[src/rtl/audio_pkg.sv]
// audio_pkg: serial format and FSM state types plus bit counter width helper for the I2S streamer
package audio_pkg;
  typedef enum logic {MODE_I2S, MODE_LJ} mode_e;
  typedef enum logic [1:0] {IDLE, RUN, STOP} state_e;
  function automatic int cnt_w(input int slot_w);
    return $clog2(2 * slot_w);
  endfunction
endpackage

[src/rtl/i2s_audio_streamer_if.sv]
// i2s_audio_streamer_if: valid/ready sample stream feeding the streamer
interface i2s_audio_streamer_if #(parameter int W = 32);
  logic [W-1:0] sample_data;
  logic         sample_valid;
  logic         sample_ready;
  modport master(output sample_data, sample_valid, input sample_ready);
  modport slave(input sample_data, sample_valid, output sample_ready);
endinterface

[src/rtl/audio_clk_div.sv]
// audio_clk_div: BCLK divider, held at zero while not running; fall_tick marks the 1->0 update cycle
module audio_clk_div #(
  parameter int DIV = 4
) (
  input  logic clk,
  input  logic reset,
  input  logic run,
  output logic bclk,
  output logic fall_tick
);
  localparam int DW = DIV > 1 ? $clog2(DIV) : 1;
  logic [DW-1:0] div;
  logic          tick;
  assign tick      = div == DW'(DIV - 1);
  assign fall_tick = run && tick && bclk;
  always_ff @(posedge clk) begin
    if (reset || !run) begin
      div  <= '0;
      bclk <= 1'b0;
    end else if (tick) begin
      div  <= '0;
      bclk <= ~bclk;
    end else begin
      div  <= div + 1'b1;
    end
  end
endmodule

[src/rtl/i2s_audio_streamer.sv]
// i2s_audio_streamer: frames buffered samples onto an I2S or left-justified serial link
module i2s_audio_streamer
  import audio_pkg::*;
#(
  parameter int    SAMPLE_W = 16,
  parameter int    SLOT_W   = 32,
  parameter int    CHANNELS = 2,
  parameter int    BCLK_DIV = 4,
  parameter mode_e MODE     = MODE_I2S
) (
  input  logic clk,
  input  logic reset,
  input  logic enable,
  input  logic mute,
  i2s_audio_streamer_if.slave s_if,
  output logic BCLK,
  output logic DAC_LR_CLK,
  output logic DAC_DATA,
  output logic frame_done,
  output logic underrun
);
  localparam int CW = cnt_w(SLOT_W);
  localparam int IW = SAMPLE_W * CHANNELS;
  localparam int FW = 2 * SAMPLE_W;
  if (SLOT_W <= SAMPLE_W || (CHANNELS != 1 && CHANNELS != 2)) begin : g_bad_cfg
    $error("i2s_audio_streamer: SLOT_W must exceed SAMPLE_W and CHANNELS must be 1 or 2");
  end
  state_e            state, state_n;
  logic [CW-1:0]     bit_cnt, cnt_n, p;
  logic [FW-1:0]     frame, frame_n, fr_ld;
  logic [IW-1:0]     hold;
  logic [SAMPLE_W-1:0] slot;
  logic [SAMPLE_W:0] ext, sh;
  logic              hold_full, fall, xfer, wrap, load, lr_n, dac_n, active;
  // Mono duplicates channel 0: the top slice collapses onto the low one when IW == SAMPLE_W
  function automatic logic [FW-1:0] fmt(input logic [IW-1:0] s);
    return {s[IW-1 -: SAMPLE_W], s[SAMPLE_W-1:0]};
  endfunction
  assign s_if.sample_ready = !hold_full && !reset;
  assign xfer              = s_if.sample_valid && s_if.sample_ready;
  assign active            = state != IDLE;
  audio_clk_div #(.DIV(BCLK_DIV)) u_clk_div (
    .clk      (clk),
    .reset    (reset),
    .run      (active),
    .bclk     (BCLK),
    .fall_tick(fall)
  );
  // Serial bit is the MSB of a slot shifted left by p; the padding bit places I2S one BCLK late
  always_comb begin
    wrap    = fall && bit_cnt == CW'(2 * SLOT_W - 1);
    load    = state == IDLE ? enable : wrap && (state == RUN || enable);
    fr_ld   = (mute || !(hold_full || xfer)) ? '0 : fmt(hold_full ? hold : s_if.sample_data);
    frame_n = load ? fr_ld : frame;
    cnt_n   = wrap ? '0 : bit_cnt + CW'(fall);
    lr_n    = cnt_n >= CW'(SLOT_W);
    p       = lr_n ? cnt_n - CW'(SLOT_W) : cnt_n;
    slot    = lr_n ? frame_n[FW-1 -: SAMPLE_W] : frame_n[SAMPLE_W-1:0];
    ext     = MODE == MODE_LJ ? {slot, 1'b0} : {1'b0, slot};
    sh      = ext << p;
    dac_n   = sh[SAMPLE_W];
    state_n = enable ? RUN : state == RUN ? STOP : (state == STOP && wrap) ? IDLE : state;
  end
  always_ff @(posedge clk) begin
    if (reset) begin
      state      <= IDLE;
      bit_cnt    <= '0;
      frame      <= '0;
      hold       <= '0;
      hold_full  <= 1'b0;
      DAC_LR_CLK <= 1'b0;
      DAC_DATA   <= 1'b0;
      frame_done <= 1'b0;
      underrun   <= 1'b0;
    end else begin
      state      <= state_n;
      bit_cnt    <= cnt_n;
      frame      <= frame_n;
      frame_done <= wrap && load;
      underrun   <= load && !mute && !hold_full && !xfer;
      if (load && hold_full) hold_full <= 1'b0;
      else if (xfer && !load) begin
        hold      <= s_if.sample_data;
        hold_full <= 1'b1;
      end
      if (state_n == IDLE) begin
        DAC_LR_CLK <= 1'b0;
        DAC_DATA   <= 1'b0;
      end else if (fall || load) begin
        DAC_LR_CLK <= lr_n;
        DAC_DATA   <= dac_n;
      end
    end
  end
endmodule
[src/flat_wrapper.sv]
// flat-port wrapper written by rule: the top's interface ports become plain ports
module i2s_audio_streamer_flat import audio_pkg::*;
#(
  parameter int    SAMPLE_W = 16,
  parameter int    SLOT_W   = 32,
  parameter int    CHANNELS = 2,
  parameter int    BCLK_DIV = 4,
  parameter mode_e MODE     = MODE_I2S
)
  (clk, reset, enable, mute, BCLK, DAC_LR_CLK, DAC_DATA, frame_done, underrun, s_if_sample_data, s_if_sample_valid, s_if_sample_ready);
  i2s_audio_streamer_if s_if_i ();
  input  logic clk;
  input  logic reset;
  input  logic enable;
  input  logic mute;
  output logic BCLK;
  output logic DAC_LR_CLK;
  output logic DAC_DATA;
  output logic frame_done;
  output logic underrun;
  input wire logic [$bits(s_if_i.sample_data)-1:0] s_if_sample_data;
  input wire logic [$bits(s_if_i.sample_valid)-1:0] s_if_sample_valid;
  output wire logic [$bits(s_if_i.sample_ready)-1:0] s_if_sample_ready;
  assign s_if_i.sample_data = s_if_sample_data;
  assign s_if_i.sample_valid = s_if_sample_valid;
  assign s_if_sample_ready = s_if_i.sample_ready;
  i2s_audio_streamer #(.SAMPLE_W(SAMPLE_W), .SLOT_W(SLOT_W), .CHANNELS(CHANNELS), .BCLK_DIV(BCLK_DIV), .MODE(MODE)) u_core (.clk(clk), .reset(reset), .enable(enable), .mute(mute), .s_if(s_if_i), .BCLK(BCLK), .DAC_LR_CLK(DAC_LR_CLK), .DAC_DATA(DAC_DATA), .frame_done(frame_done), .underrun(underrun));
endmodule
[config.mk]
export PLATFORM = sky130hd
export DESIGN_NAME = i2s_audio_streamer_flat
export DESIGN_NICKNAME = d
export VERILOG_FILES = /design/src/rtl/audio_pkg.sv /design/src/rtl/i2s_audio_streamer_if.sv /design/src/rtl/audio_clk_div.sv /design/src/rtl/i2s_audio_streamer.sv /design/src/flat_wrapper.sv
export SDC_FILE = /design/constraint.sdc
export NUM_CORES = 1
export LEC_CHECK = 0
export CAP_MARGIN = 30
export CORE_MARGIN = 2
export CORE_UTILIZATION = 44
export CTS_BUF_LIST = sky130_fd_sc_hd__clkbuf_4 sky130_fd_sc_hd__clkbuf_8
export CTS_CLUSTER_SIZE = 14
export DETAILED_ROUTE_END_ITERATION = 8
export PLACE_DENSITY = 0.75
export SLEW_MARGIN = 20
export SYNTH_ARGS = -nofsm -noshare
export SYNTH_HDL_FRONTEND = slang
export SYNTH_HIERARCHICAL = 1
export SYNTH_SLANG_ARGS = --single-unit
[constraint.sdc]
create_clock -name clk -period 3.95 [get_ports clk]
set_clock_uncertainty 0.15 [all_clocks]
set_input_delay 0.5925 -clock clk [delete_from_list [all_inputs] [get_ports clk]]
set_output_delay 0.5925 -clock clk [all_outputs]
set_load 0.03 [all_outputs]
## Yosys cells after proc, flatten, opt, wreduce, memory -nomap -nowiden

Index checks and enable logic that the tools add are counted.

- Word-level logic and storage cells: 64
- Input port bits: 37
- Flip-flop bits (word level): 80
- Output and inout port bits: 6

- Order comparisons: 1
- Shift-type cells: 1
- Equal/unequal tests: 4
- Add/sub/neg operators: 3
- Mux-type cells: 10
- Reductions and logical operators: 32
- Bitwise operators: 2

Operator list:

| operator | number |
|---|---|
| 2-to-1 mux 32 bit | 3 |
| left shift 16 x 6 -> 17 bit | 1 |
| 2-to-1 mux 16 bit | 1 |
| logical AND 1 bit | 13 |
| 2-to-1 mux 6 bit | 2 |
| logical NOT 1 bit | 7 |
| adder 6 x 1 -> 6 bit | 1 |
| == test 6 bit (second input constant) | 1 |
| greater-or-equal comparator 6 bit (second input constant) | 1 |
| 2-to-1 mux 2 bit | 3 |
| OR reduction 2 bit | 3 |
| subtractor 6 bit (second input constant) | 1 |
| logical OR 1 bit | 5 |
| == test 2 bit (second input constant) | 2 |
| logical NOT 2 bit | 2 |
| adder 2 x 1 -> 2 bit (second input constant) | 1 |
| == test 2 x 1 -> 1 bit (second input constant) | 1 |
| inverter 1 bit | 2 |
| AND reduction 2 bit | 1 |
| nonzero test 2 bit | 1 |
| 2-to-1 mux 1 bit | 1 |

## Longest topological paths before layout

Gate-level depths: netlist of run 1.

- Word-level depth: 10
- Depth in mapped cells: 13
- Mapped depth without buffers: 11

## By module

Netlist of run 1, hierarchy kept.

Modules (own cells, without submodules):

| module | cells each | instances | area each (sq um) | sequential area each (sq um) |
|---|---|---|---|---|
| i2s_audio_streamer | 486 | 1 | 3827.4 | 1541.5 |
| audio_clk_div | 10 | 1 | 118.9 | 60.1 |

## Worst setup path before layout of run 1

No wires, ideal clock.

- Path kind: register to register
- From: register u_core.state[1]
- To: register u_core.DAC_DATA
- Stages on the path, launching flop included: 11
- Arrival time: 2768 ps
- Slack: 940 ps
- Required time: 3708 ps
- Buffers on the path: 0
- Cell sequence: dfxtp_1 or2_2 and3_2 ha_1 nor2b_1 nand2_1 and2_1 mux4_2 a211o_1 and4_4 o32ai_1

- Cells in the longest elaborated chain, start to end: 10
- Elaborated cells on any way between the ends: 25
- Classes of those cells: 2 x add/sub; 1 x order compare; 2 x eq/ne; 1 x shift; 8 x mux; 11 x reduce/logical

RTL lines:

| item | line | RTL |
|---|---|---|
| start: declaration | i2s_audio_streamer.sv:28 | `state_e state, state_n;` |
| start signal: assignment | i2s_audio_streamer.sv:76 | `state <= state_n;` |
| nonzero test 2 bit (*) | i2s_audio_streamer.sv:41 | `assign active = state != IDLE;` |
| via u_core.active | i2s_audio_streamer.sv:34 | `logic hold_full, fall, xfer, wrap, load, lr_n, dac_n, active;` |
| logical AND 1 bit (*) (2 in a row) | audio_clk_div.sv:15 | `assign fall_tick = run && tick && bclk;` |
| via u_core.fall | i2s_audio_streamer.sv:34 |  |
| parallel branches: the longest is 7 deep, another holds adder 6 x 1 -> 6 bit | - |  |
| end signal: assignment | i2s_audio_streamer.sv:91 | `DAC_DATA <= dac_n;` |
| end: declaration | i2s_audio_streamer.sv:18 | `output logic DAC_DATA,` |

Mark *: on every way through the listed nets, which the timed path passes.
A chain may end at the register's enable or synchronous reset.

## Worst setup path in the final report of run 1

Same ends and word-level chain as after synthesis.

==> impl_metrics.tcl, run 1 <==
set metrics [dict create \
    drt-initial-drc-count 284 \
    synthDistinctLibCells 56 \
    netlist_instances 496 \
    min_period_ns 3.44 \
    vias 3750 \
    insertion_delay_ns 0.35 \
    maxSlewViolCount 0 \
    critPathRequiredTime_ns 4.06 \
    cp_slowest_stage_delay_ns 0.44 \
    synthToLayoutAreaGrowth_pct 18.3 \
    slew_headroom_pct 46.2 \
    grt_max_degree 78 \
    h-tree-depth 3 \
    wl_per_cell_um 16.3 \
    synth_fp_nets 536 \
    cp_slowest_cell "mux4_2" \
    yosysMostFrequentCell "nand2_1" \
    cts_root_buf "clkbuf_8" \
    rows 34 \
    p_seq_share_pct 49.8 \
    cp.depth 10 \
    core-area_um2 8720 \
    cts_buffers 9 \
    fp.dieW_um 98.7 \
    drtPass1Iterations 5 \
    cts_tree "done" \
    cts_sinks 80 \
    ys_async_sr_fraction_pct 0 \
    peakVddDrop_mv 0.203 \
    grt_pass1_vias 3482 \
    final_layout_size_suffix_gt1_share_pct 8.46 \
    status "finished, final reports clean" \
    die-area_um2 9740 \
    postSynthAreaPerCell_um2 7.96 \
    crit_chain "or2_2 > and3_2 > ha_1 > a21oi_1 > o21ai_0 > and2_1 > mux4_2 > a211o_1 > and4_4 > o32ai_1" \
    die_height_um 98.7 \
    hp-class "register to register" \
    cp.arrival_ns 3.55 \
    grtUsageTotal_pct 21.2 \
    power.switching_uw 449 \
    total_power_uw 1700 \
    numPortBuffers 42 \
    crit_type "register to register" \
    ys.warnings.count 6 \
    worst_pin_slew_ns 0.806 \
    vias_per_cell 5.86 \
    yosysSeqAreaShare_pct 40.6 \
    synth_common_cells "nand2_1 (83), dfxtp_1 (80), a21oi_1 (63)" \
    finalCritPeriodShare_pct 87.0 \
    finalSetupViolCount 0 \
    top_level_ports 43 \
    ys.flop_type "dfxtp_1" \
    final_cell_count_no_fill 640 \
    hold_path_depth 1 \
    clkPwrFrac_pct 36.8 \
    synth_enable_flop_cells 0 \
    rsz0062_at_grt "no" \
    multiInputGateArea_um2 2160 \
    switching_share_pct 26.4 \
    postCtsSetupRepairBufs 0 \
    holdBufCountCts 0 \
    synth_top_area_cell "dfxtp_1" \
    crit_path_end_kind "register" \
    cap_violations 0 \
    hold_viol_final 0 \
    fillCellCount 802 \
    crit_fanout 9 \
    ctsResizeCount 0 \
    synth_top_area_share_pct 40.6 \
    drc 0 \
    nets 567 \
    dp.cells 624 \
    dp_hpwl_um 7120 \
    place_congestion 0.950 \
    worstRegToRegCells 10 \
    finalWirelength_um 10400 \
    overflow 0 \
    combPwrFrac_pct 13.4 \
    max_freq_mhz 291 \
    synth.top_cells.by_area "dfxtp_1 (41%), mux2i_1 (8.9%), a21oi_1 (8.0%)" \
    power_density_nw_per_um2 364 \
    regArea_um2 1600 \
    cts.path.max_buffers 2 \
    startpoint_type "register" \
    worst-path-buf-inv 0 \
    antenna_found_initial 0 \
    clk_pin_slew_worst_paths_ns 0.08 \
    ys_ff_latch 80 \
    grt_pass1_wl_um 16700 \
    leakage_uw 0.00162 \
    crit_family "simple AND/OR/NAND/NOR gates" \
    initial_core_util_pct 45.3 \
    insertedDiodeCount 0 \
    tns_ns 0 \
    utilization_pct 53.5 \
    p_int_uw 1250 \
    drtAntennaViolNets 0 \
    netlist_area_um2 3950 \
]
[per-layer routing]
layer	GRT usage [%]	wire, µm
met1	29.3	4890
met5	0	0
met2	33.3	4770
met4	8.54	178
met3	3.12	589
[state kept, by name, summed over array words and instances (netlist names), 2 cells and up]
register and cells:
u_core/u_clk_div/div 2, u_core/state 2, u_core/bit_cnt 6, u_core/hold 32, u_core/frame 32
[final timing paths]
path / slack, ns / from / end
setup / recovery: 0.51 / u_core/state[1] / u_core/DAC_DATA
hold / removal: 0.29 / u_core/u_clk_div/div[0] / u_core/u_clk_div/div[0]
setup reg to reg: 0.51 / u_core/state[1] / u_core/DAC_DATA
hold reg to reg: 0.29 / u_core/u_clk_div/div[0] / u_core/u_clk_div/div[0]
[cells in the final DEF (no fill, tap or decap), types with 4 or more instances in the layout]
cell type         n
a22oi_1           6
nor4_1           18
dfxtp_1          79
nand2_1          83
o21ai_0           9
nand3_1           5
nor2b_1           4
buf_4            17
nor3_1           27
inv_1             6
nor3b_1           4
o31ai_1           4
a32oi_1           4
a21oi_1          62
clkdlybuf4s50_1  41
nor2_1           53
mux2i_1          35
clkbuf_8         10
[layout make-up]
class	instances	share of cell area [%]
Timing Repair Buffer	59	11.6
Clock inverter	4	1.15
Multi-Input combinational cell	371	46.2
Sequential cell	80	34.3
Inverter	6	0.483
Clock buffer	12	3.27
Tap cell	108	2.90
[logic make-up after synthesis]
group	synth area share (%)
DFF	40.6
adders and majority gates	0.951
muxes	9.73
xor gates and xnor gates	0.888
AOI/OAI and AO/OA	17.9
and+or+nand+nor	25.0
buffers and inverters	4.95
[worst reg2reg max path: cells and delay by family, from the launching register on]
kind	cells	cell delay [ns]
flops	1	0.33
mux	1	0.44
fa+ha+maj	1	0.32
compound gates	4	1.05
simple gates	4	1.07
[stage by stage]
step                      hold WS, ns  worst slack [ns]  cell area (µm²)
after global routing            0.323             0.369             4670
final                           0.287             0.514             4670
after CTS                       0.288             0.609             4670
after global placement          0.263             0.513             4460
after detailed placement        0.276             0.404             4460
after floorplan                 0.252             0.940             3950
[power by group through the flow]
stage                     logic [µW]  clock network [µW]  registers [µW]
after floorplan                  140                   0             859
after global placement           220                   0             865
after detailed placement         224                   0             866
after CTS                        225                 636             847
after global routing             246                 673             850
final                            227                 626             847
No activity file was read; power rests on OpenSTA's default activity.
==> run 2: changes to the inputs <==
- ABC_AREA: not set -> 0
- CELL_PAD_IN_SITES_DETAIL_PLACEMENT: not set -> 2
- CELL_PAD_IN_SITES_GLOBAL_PLACEMENT: not set -> 2
- CORE_UTILIZATION: 44 -> 35
- PLACE_DENSITY: 0.75 -> 0.93
==> run 2 against run 1 <==
Net effect: routed wire length increased by 50%; first-iteration DRC count unchanged; hold slack improved by 0.025 ns; clock-buffer cell count decreased by 3; maximum frequency decreased by 6.3%; critical path type unchanged.
==> impl_metrics.tcl, run 2 (same netlist as run 1, synthesis figures left out) <==
set metrics [dict create \
    max_freq_mhz 273 \
    vias 3956 \
    status "finished, final reports clean" \
    crit_path_end_kind "register" \
    drtAntennaViolNets 0 \
    die_height_um 110 \
    insertion_delay_ns 0.37 \
    numPortBuffers 42 \
    final_cell_mix "nand2_1 (83), dfxtp_1 (79), a21oi_1 (62), nor2_1 (53), clkdlybuf4s50_1 (41)" \
    cts_sinks 80 \
    cts_root_buf "clkbuf_8" \
    nets 564 \
    maxSlewViolCount 0 \
    regToRegSetupSlack_ns 0.28 \
    die-area_um2 12100 \
    slew_headroom_pct 42.6 \
    cp.arrival_ns 3.80 \
    utilization_pct 42.9 \
    finalCritPeriodShare_pct 92.9 \
    synthToLayoutAreaGrowth_pct 18.9 \
    power_density_nw_per_um2 373 \
    cts.path.max_buffers 2 \
    wl_met3_um 582 \
    crit_type "register to register" \
    startpoint_type "register" \
    r2r-end "u_core/DAC_DATA" \
    cts_tree "done" \
    holdBufCountCts 0 \
    top_level_ports 43 \
    critPathRequiredTime_ns 4.08 \
    fp.dieW_um 110 \
    hp-start "u_core/u_clk_div/div[0]" \
    wl_per_cell_um 23.3 \
    initial_core_util_pct 36.1 \
    insertedDiodeCount 0 \
    cap_violations 0 \
    worstRegToRegCells 10 \
    final_layout_size_suffix_gt1_share_pct 7.94 \
    drtPass1Iterations 5 \
    grtUsageTotal_pct 26.8 \
    place_congestion 0.914 \
    worst_pin_slew_ns 0.861 \
    ctsResizeCount 0 \
    hold_path_depth 1 \
    rsz0062_at_grt "no" \
    hp-class "register to register" \
    leakage_uw 0.00161 \
    finalSetupViolCount 0 \
    postCtsSetupRepairBufs 0 \
    grt_pass1_vias 4407 \
    hold_end "u_core/u_clk_div/div[0]" \
    antenna_found_initial 0 \
    vias_per_cell 5.91 \
    wl_met1_um 6580 \
    cts_buffers 9 \
    dp_hpwl_um 10500 \
    crit_fanout 16 \
    hold_viol_final 0 \
    drt-initial-drc-count 284 \
    peakVddDrop_mv 0.160 \
    overflow 0 \
    grt_max_degree 78 \
    wl_met2_um 8000 \
    core-area_um2 10900 \
    reg_top3 "u_core/frame x32, u_core/hold x32, u_core/bit_cnt x6" \
    drc 0 \
    h-tree-depth 3 \
    top_layer "met4" \
    grt_pass1_wl_um 24400 \
    clk_pin_slew_worst_paths_ns 0.09 \
    rows 38 \
    finalWirelength_um 15600 \
    r2r_start "u_core/state[0]" \
    min_period_ns 3.67 \
    tns_ns 0 \
    final_common_cell "nand2_1" \
]
-- run 2: metrics by stage --
step / power, µW / hold WS [ns] / cells / instance area [µm²] / setup slack, ns
finish: 1750 / 0.312 / 669 / 4690 / 0.281
global route: 1810 / 0.330 / 669 / 4690 / 0.0619
CTS: 1760 / 0.313 / 669 / 4690 / 0.323
detailed placement: 1110 / 0.300 / 653 / 4490 / 0.351
global placement: 1090 / 0.260 / 653 / 4490 / 0.481
floorplan: 999 / 0.252 / 496 / 3950 / 0.940
-- run 2: power by group --
group / switching [µW] / total, µW / internal [µW]
Clock: 353 / 650 / 298
Combinational: 153 / 250 / 96.3
Sequential: 20.1 / 850 / 830
Total: 526 / 1750 / 1220
-- run 2: worst max-delay path: stages, from the launching register on --
cell and delay [ns]:
dfxtp_1 0.35, or2_2 0.34, and3_2 0.28, nand3_1 0.15, o21a_1 0.15, or2_1 0.58, a22oi_1 0.26, mux4_2 0.53
a211o_1 0.32, and4_4 0.19, o32ai_1 0.26
-- run 2: layer usage --
| metal | up-vias | GRT usage (%) |
|---|---|---|
| li1 | 1822 | - |
| met1 | 1986 | 32.9 |
| met2 | 115 | 47.4 |
| met3 | 33 | 3.82 |
| met4 | 0 | 10.1 |
| met5 | - | 0 |
-- run 2: worst max path at each step --
stage	start	end	slack (ns)	cells past startpoint
after detailed placement	s_if_sample_valid	u_core/DAC_DATA	0.35	9
after global routing	u_core/u_clk_div/div[0]	u_core/DAC_DATA	0.06	12
after CTS	u_core/state[0]	u_core/DAC_DATA	0.32	10
final	u_core/state[0]	u_core/DAC_DATA	0.28	10
after global placement	s_if_sample_valid	u_core/DAC_DATA	0.48	9
after floorplan	u_core/state[1]	u_core/DAC_DATA	0.94	10
-- run 2: area by class of cell --
cell class                 count  area [µm²]
clock buffer                   9         124
clock inverter                 7        78.8
fill                        1219        6240
inverter                       6        22.5
multi-input combinational    371        2160
sequential                    80        1600
tap                          140         175
timing repair buffer          56         533
